### config.mk
export PLATFORM = sky130hd
export DESIGN_NAME = fifo_rd_packer_flat
export DESIGN_NICKNAME = d
export VERILOG_FILES = /design/src/rtl/fifo_rd_packer_if.sv /design/src/rtl/fifo_rd_packer.sv /design/src/flat_wrapper.sv
export SDC_FILE = /design/constraint.sdc
export NUM_CORES = 1
export LEC_CHECK = 0
export BUFFER_PORTS_ARGS = -buffer_cell sky130_fd_sc_hd__buf_2
export CAP_MARGIN = 20
export CORE_MARGIN = 3
export CORE_UTILIZATION = 56
export DETAILED_ROUTE_END_ITERATION = 6
export PLACE_DENSITY = 0.79
export SLEW_MARGIN = 10
export SYNTH_ARGS = -nofsm -noshare
export SYNTH_HDL_FRONTEND = slang
export SYNTH_SLANG_ARGS = --single-unit
### constraint.sdc
create_clock -name i_clk -period 2.7 [get_ports i_clk]
set_input_delay 0.27 -clock i_clk [delete_from_list [all_inputs] [get_ports i_clk]]
set_output_delay 0.27 -clock i_clk [all_outputs]
set_load 0.02 [all_outputs]
### src/rtl/fifo_rd_packer_if.sv
// rtl/fifo_rd_packer_if.sv - FIFO read port and packed beat stream bundle for fifo_rd_packer
//
// Purpose: groups the FIFO read handshake and the packed output stream into one bundle.
//   Optional flush/keep signals exist only when FIFO_RD_PACKER_FLUSH_EN is defined.
// Modports:
//   master - packer view: drives o_fifo_rden, o_data, o_valid, o_last (o_keep)
//   slave  - environment view: drives i_fifo_empty, i_fifo_rdata, i_ready (i_flush)
interface fifo_rd_packer_if #(
    parameter int DATA_WIDTH = 8,
    parameter int PACK_NUM   = 4
);
    logic                           i_fifo_empty;
    logic                           o_fifo_rden;
    logic [DATA_WIDTH-1:0]          i_fifo_rdata;
    logic [DATA_WIDTH*PACK_NUM-1:0] o_data;
    logic                           o_valid;
    logic                           i_ready;
    logic                           o_last;
`ifdef FIFO_RD_PACKER_FLUSH_EN
    logic                           i_flush;
    logic [PACK_NUM-1:0]            o_keep;

    modport master (
        input  i_fifo_empty, i_fifo_rdata, i_ready, i_flush,
        output o_fifo_rden, o_data, o_valid, o_last, o_keep
    );
    modport slave (
        output i_fifo_empty, i_fifo_rdata, i_ready, i_flush,
        input  o_fifo_rden, o_data, o_valid, o_last, o_keep
    );
`else
    modport master (
        input  i_fifo_empty, i_fifo_rdata, i_ready,
        output o_fifo_rden, o_data, o_valid, o_last
    );
    modport slave (
        output i_fifo_empty, i_fifo_rdata, i_ready,
        input  o_fifo_rden, o_data, o_valid, o_last
    );
`endif
endinterface

### src/rtl/fifo_rd_packer.sv
// rtl/fifo_rd_packer.sv - pops FIFO words and packs PACK_NUM of them into framed wide beats
//
// Purpose: read-side consumer of an async FIFO (runs in the FIFO read clock). Pops words via
//   the FIFO's registered read port (data valid one cycle after rden), packs PACK_NUM words
//   into one beat (first word in the low bits) and presents it on a valid/ready stream.
//   o_last marks every BURST_LEN-th beat.
// Optional feature: macro FIFO_RD_PACKER_FLUSH_EN adds i_flush/o_keep and a flush FSM
//   (FILL -> DRAIN -> EMIT -> FILL) that emits a zero-padded partial beat with o_last set.
// Ports:
//   i_clk  - clock (FIFO read clock)
//   i_rst  - asynchronous reset, active-high
//   bus    - fifo_rd_packer_if.master: FIFO empty/rden/rdata, beat data/valid/ready/last
//            (plus flush/keep with the macro)
module fifo_rd_packer #(
    parameter int DATA_WIDTH = 8,
    parameter int PACK_NUM   = 4,
    parameter int BURST_LEN  = 16
) (
    input  logic              i_clk,
    input  logic              i_rst,
    fifo_rd_packer_if.master  bus
);
    localparam int CW = $clog2(PACK_NUM + 1);
    localparam int IW = $clog2(PACK_NUM);
    localparam int BW = (BURST_LEN > 1) ? $clog2(BURST_LEN) : 1;
    localparam logic [CW-1:0] CNT_FULL = CW'(PACK_NUM);
    localparam logic [CW:0]   PN_EXT   = (CW + 1)'(PACK_NUM);
    localparam logic [BW-1:0] BEAT_MAX = BW'(BURST_LEN - 1);

`ifdef FIFO_RD_PACKER_FLUSH_EN
    typedef enum logic [1:0] {FILL = 2'd0, DRAIN = 2'd1, EMIT = 2'd2} state_t;
`else
    typedef enum logic {FILL = 1'b0} state_t;
`endif

    state_t                         state_q, state_d;
    logic [CW-1:0]                  count_q, count_d;
    logic                           inflight_q, inflight_d;
    logic [PACK_NUM-1:0][DATA_WIDTH-1:0] slots_q, slots_d;
    logic [DATA_WIDTH*PACK_NUM-1:0] data_q, data_d;
    logic                           valid_q, valid_d;
    logic                           last_q, last_d;
    logic [BW-1:0]                  beat_q, beat_d;
    logic                           rden;
    logic                           out_free;
    logic [CW:0]                    pending;
`ifdef FIFO_RD_PACKER_FLUSH_EN
    logic [PACK_NUM-1:0]            keep_q, keep_d;
    logic                           force_last_q, force_last_d;
`endif

    // Words already captured plus the one still on its way from the FIFO: issuing a read
    // only while this is below PACK_NUM guarantees a slot exists for every returned word.
    assign pending  = {1'b0, count_q} + {{CW{1'b0}}, inflight_q};
    assign rden     = !i_rst && !bus.i_fifo_empty && (pending < PN_EXT) && (state_q == FILL);
    assign out_free = !valid_q || bus.i_ready;

    always_comb begin
        state_d    = state_q;
        count_d    = count_q;
        inflight_d = rden;
        slots_d    = slots_q;
        data_d     = data_q;
        valid_d    = valid_q;
        last_d     = last_q;
        beat_d     = beat_q;
`ifdef FIFO_RD_PACKER_FLUSH_EN
        keep_d       = keep_q;
        force_last_d = force_last_q;
`endif

        if (valid_q && bus.i_ready) begin
            valid_d = 1'b0;
        end

        if (inflight_q) begin
            slots_d[count_q[IW-1:0]] = bus.i_fifo_rdata;
            count_d                  = count_q + 1'b1;
        end

        case (state_q)
            FILL: begin
                // A complete pack either loads now or waits in the slots; a load on the
                // accept cycle overrides the valid clear above so the stream stays busy.
                if ((count_d == CNT_FULL) && out_free) begin
                    data_d  = slots_d;
                    valid_d = 1'b1;
                    last_d  = (beat_q == BEAT_MAX);
                    beat_d  = (beat_q == BEAT_MAX) ? '0 : beat_q + 1'b1;
                    count_d = '0;
`ifdef FIFO_RD_PACKER_FLUSH_EN
                    keep_d = '1;
                    if (force_last_q) begin
                        last_d       = 1'b1;
                        beat_d       = '0;
                        force_last_d = 1'b0;
                    end
`endif
                end
`ifdef FIFO_RD_PACKER_FLUSH_EN
                // Judge "pending" after this cycle's capture/load, counting a read just issued.
                if (bus.i_flush) begin
                    if ((count_d != '0) || rden) begin
                        state_d = DRAIN;
                    end else begin
                        force_last_d = 1'b1;
                    end
                end
`endif
            end
`ifdef FIFO_RD_PACKER_FLUSH_EN
            // No reads issue outside FILL, so at most one word lands here and DRAIN is one cycle.
            DRAIN: begin
                state_d = EMIT;
            end
            EMIT: begin
                if (out_free) begin
                    for (int k = 0; k < PACK_NUM; k++) begin
                        if (CW'(k) < count_q) begin
                            data_d[k*DATA_WIDTH +: DATA_WIDTH] = slots_q[k];
                            keep_d[k]                          = 1'b1;
                        end else begin
                            data_d[k*DATA_WIDTH +: DATA_WIDTH] = '0;
                            keep_d[k]                          = 1'b0;
                        end
                    end
                    valid_d      = 1'b1;
                    last_d       = 1'b1;
                    beat_d       = '0;
                    count_d      = '0;
                    force_last_d = 1'b0;
                    state_d      = FILL;
                end
            end
`endif
            default: begin
                state_d = FILL;
            end
        endcase
    end

    always_ff @(posedge i_clk or posedge i_rst) begin
        if (i_rst) begin
            state_q    <= FILL;
            count_q    <= '0;
            inflight_q <= 1'b0;
            slots_q    <= '0;
            data_q     <= '0;
            valid_q    <= 1'b0;
            last_q     <= 1'b0;
            beat_q     <= '0;
`ifdef FIFO_RD_PACKER_FLUSH_EN
            keep_q       <= '0;
            force_last_q <= 1'b0;
`endif
        end else begin
            state_q    <= state_d;
            count_q    <= count_d;
            inflight_q <= inflight_d;
            slots_q    <= slots_d;
            data_q     <= data_d;
            valid_q    <= valid_d;
            last_q     <= last_d;
            beat_q     <= beat_d;
`ifdef FIFO_RD_PACKER_FLUSH_EN
            keep_q       <= keep_d;
            force_last_q <= force_last_d;
`endif
        end
    end

    assign bus.o_fifo_rden = rden;
    assign bus.o_data      = data_q;
    assign bus.o_valid     = valid_q;
    assign bus.o_last      = last_q;
`ifdef FIFO_RD_PACKER_FLUSH_EN
    assign bus.o_keep      = keep_q;
`endif

endmodule

### src/flat_wrapper.sv
// flat-port wrapper written by rule: the top's interface ports become plain ports
module fifo_rd_packer_flat 
#(
    parameter int DATA_WIDTH = 8,
    parameter int PACK_NUM   = 4,
    parameter int BURST_LEN  = 16
)
  (i_clk, i_rst, bus_i_fifo_empty, bus_i_fifo_rdata, bus_i_ready, bus_o_fifo_rden, bus_o_data, bus_o_valid, bus_o_last);
  fifo_rd_packer_if #(.DATA_WIDTH(DATA_WIDTH), .PACK_NUM(PACK_NUM)) bus_i ();
  input  logic i_clk;
  input  logic i_rst;
  input wire logic [$bits(bus_i.i_fifo_empty)-1:0] bus_i_fifo_empty;
  input wire logic [$bits(bus_i.i_fifo_rdata)-1:0] bus_i_fifo_rdata;
  input wire logic [$bits(bus_i.i_ready)-1:0] bus_i_ready;
  output wire logic [$bits(bus_i.o_fifo_rden)-1:0] bus_o_fifo_rden;
  output wire logic [$bits(bus_i.o_data)-1:0] bus_o_data;
  output wire logic [$bits(bus_i.o_valid)-1:0] bus_o_valid;
  output wire logic [$bits(bus_i.o_last)-1:0] bus_o_last;
  assign bus_i.i_fifo_empty = bus_i_fifo_empty;
  assign bus_i.i_fifo_rdata = bus_i_fifo_rdata;
  assign bus_i.i_ready = bus_i_ready;
  assign bus_o_fifo_rden = bus_i.o_fifo_rden;
  assign bus_o_data = bus_i.o_data;
  assign bus_o_valid = bus_i.o_valid;
  assign bus_o_last = bus_i.o_last;
  fifo_rd_packer #(.DATA_WIDTH(DATA_WIDTH), .PACK_NUM(PACK_NUM), .BURST_LEN(BURST_LEN)) u_core (.i_clk(i_clk), .i_rst(i_rst), .bus(bus_i));
endmodule
==> metrics.md <==
| Metric | Value |
|---|---|
| CP Depth | `6` |
| Worst slew pin tran | `0.764 ns` |
| Endpoint type of the worst setup path | `flip-flop` |
| Final setup vio count | `0` |
| Final Util | `roughly 68%` |
| GRT overflow | `0` |
| Clock Skews | `approximately 0.005 ns` |
| Routed wire length | `5180 um` |
| Initial DRC count | `47` |
| CTS root buf | `clkbuf_8` |
| H-Tree Depth | `3` |
| CP max-delay cell | `dfrtp_1` |
| Synth Area in Simple Gates | `around 3.7%` |
| Buffers on Ports | `46` |
| # fillers | `between 300 and 400` |
| Die Wd | `approximately 80 um` |
| Post-synth EDFFs | `0` |
| Postcts setup bufs | `0` |
| #FFs+latches synth | `74` |
| Multiplexer area fraction after synthesis | `28.1%` |
| Slew Viols, Final | `0` |
| Arr. time, crit path | `2.42 ns` |
| Layout Nets | `roughly 250` |
| WS Path Type | `flip-flop to flip-flop` |
| Max clock buf depth | `2` |
| Initial antenna violation count | `0` |
| TritonCTS clock tree | `done` |
| MaxCap Viol Count | `0` |
| Share of cells above drive strength 1 | `55.6%` |
| Fin crit share | `between 80 and 90%` |
| Pwr Density | `1310 nW/um^2` |
| Largest net degree at the start of global routing | `39` |
| Clk pin slew, worst setup/hold paths | `approximately 0.070 ns` |
| Vias per inst | `5.15` |
| Worst Path Max Fanout | `37` |
| Final hold slack | `between 0.07 and 0.08 ns` |
| Post_cts resized | `0` |
| Slew headroom | `49.0%` |
| Die Height | `80.0 um` |
| Worst Setup EP | `u_core.bus.o_data[29]$_DFFE_PP0P_` |
| Vias in the first global route | `~1.7k` |
| Yosys top cell area share | `about three fifths` |
| Status | `complete, no violations` |
| Largest area contributor in the netlist | `dfrtp_1` |
| Syn avg cell area | `approximately 17 um^2` |
| First-pass GRT wire length | `8540 um` |
| Clk sinks | `74` |
| Synth area leaders | `dfrtp_1 (60%), mux2_2 (14%), mux2_4 (14%)` |
| P_int | `about 0.0031 W` |
| Leakage | `roughly 1.7 nW` |
| Final-report hold violation count | `0` |
| DIE AREA | `6390 um^2` |
| Starting Density | `around three fifths` |
| Placed wire-length estimate | `around 3400 um` |
| Clk network pwr share | `between 10% and 20%` |
| Routability Congestion | `approximately 0.7` |
| Drc violations | `0` |
| Compound-Gate Fraction of Synth Area | `between 1 and 1.5%` |
| Syn-to-layout area delta | `15.6%` |
| Synth Cell Area | `3060 um^2` |
| Syn_nets | `between 200 and 250` |
| Router iterations before antenna repair | `4` |
| FF-to-FF End | `u_core.bus.o_data[29]$_DFFE_PP0P_` |
| Cells after Synth | `~180` |
| Top Ports | `47` |
| CTS buffer count | `9` |
| Maximum clock frequency | `~460 MHz` |
| Synth Warn # | `0` |
| Final min period | `approximately 2.2 ns` |
| Sequential cell area fraction in the yosys report | `~60%` |
| Buf/Inv on CP | `1` |
| RSZ-0062 raised after global routing | `false` |
| Critical Path Start | `u_core.inflight_q$_DFF_PP0_` |
| Core footprint | `~5200 um^2` |
| R2R setup slack | `a little over 0.5 ns` |
| Reg-to-Reg Start | `u_core.inflight_q$_DFF_PP0_` |
| Via Count | `roughly 1.6k` |
| Total Power | `between 0.004 and 0.005 W` |
| Largest family of logic cells by synthesized area | `multiplexers` |
| Switching power of the nets | `between 0.0015 and 0.002 W` |
| Sequential share of power | `a little over two fifths` |
| Crit path max-delay family | `flip-flops` |
| Ys async rst share | `100%` |
| Total Routing Usage GR | `~18%` |
| Clock Latency Late Sink | `0.34 ns` |
| Final setup TNS | `0 ns` |
| Hold WC Path Type | `primary input to asynchronous set/reset pin` |
| Largest stage delay, worst path | `a little under 0.5 ns` |
| Hold buffer count at CTS | `0` |
| Critical Path RT | `2.92 ns` |
| Top_reg_cell synth | `dfrtp_1` |
| Adder-Cell Fraction of Synth Area | `between 2 and 2.5%` |
| Routed Antenna Nets | `0` |
| Critical Path Start Type | `flip-flop` |
| Reg2Reg Depth | `6` |
| Antenna diode count | `0` |
| Most frequent cell after synthesis | `dfrtp_1` |
| Switching Share | `33.0%` |
| Comb pwr share | `40.1%` |
| Synth cell count leaders | `dfrtp_1 (74), mux2_2 (39), mux2_4 (28), nand2_1 (9), ha_1 (6)` |
| Placement row count | `26` |
| Yosys cell types | `23` |
| VDD IR max | `between 0.7 and 0.8 mV` |
| XOR/XNOR Fraction of Synth Area | `less than 1%` |
| Worst path cell trace | `ha_1 > nor4b_4 > a21oi_2 > nor2b_4 > buf_12 > mux2_2` |
| Per-cell routed wire length | `about 17 um` |
==> kinds of logic (layout without fill, tap and decap cells) <==
group / count (synthesis) / in the layout
DFF: 74 / 74
buffers and inverters: 9 / 67
adders and majority gates: 6 / 6
AOI/OAI and AO/OA: 6 / 6
xor gates and xnor gates: 3 / 3
muxes: 67 / 67
and+or+nand+nor: 18 / 18
==> through the flow <==
step / worst slack, ns / instance area, um^2 / std cells
after global routing: 0.347 / 3540 / 311
after floorplan: 0.548 / 3060 / 183
after detailed placement: 0.502 / 3340 / 295
final: 0.504 / 3540 / 311
after CTS: 0.488 / 3540 / 311
after global placement: 0.590 / 3340 / 295
==> placed cells by master, fill, tap and decap left out, types with 2 or more instances in the layout <==
cell       n
nand2_1    9
buf_12     2
mux2_2    39
dfrtp_1   74
inv_1      2
buf_2     46
ha_1       6
clkbuf_8  11
xor2_1     3
nor2_1     4
clkbuf_1   3
mux2_4    28
==> registers in the layout, indices dropped and copies added, names as in the netlist <==
signal,count
u_core.beat_q,4
u_core.inflight_q,1
u_core.bus.o_last,1
u_core.bus.o_data,32
u_core.bus.o_valid,1
u_core.count_q,3
u_core.slots_q,32
==> final cells by class <==
type | count | area (um^2) | area share [%]
Sequential cell | 74 | 1850 | 52.3
Clock inverter | 2 | 35.0 | 0.989
Inverter | 3 | 11.3 | 0.318
Tap cell | 70 | 87.6 | 2.47
Multi-Input combinational cell | 100 | 1120 | 31.7
Timing Repair Buffer | 48 | 270 | 7.63
Clock buffer | 14 | 163 | 4.59
==> routing by layer <==
metal  track usage [%]  wire (um)
met2              28.8       2450
met5                 0          0
met1              23.0       2380
met4              5.57         55
met3              7.79        294
==> power groups by stage <==
stage          Sequential, W  Combinational, W  Clock, W
2_1_floorplan        0.00220           0.00117         0
3_3_place_gp         0.00193           0.00182         0
3_5_place_dp         0.00194           0.00188         0
4_1_cts              0.00193           0.00188  0.000870
5_1_grt              0.00199           0.00200  0.000919
6_report             0.00193           0.00186  0.000842
==> worst min path at each step <==
stage                                               to  slack (ns)
after floorplan           u_core.slots_q[28]$_DFF_PP0_        0.43
after global placement     u_core.inflight_q$_DFF_PP0_        0.45
after detailed placement   u_core.count_q[0]$_DFF_PP0_        0.45
after CTS                  u_core.count_q[0]$_DFF_PP0_        0.08
after global routing       u_core.inflight_q$_DFF_PP0_        0.10
final                      u_core.inflight_q$_DFF_PP0_        0.07
No activity file was read; power rests on OpenSTA's default activity.
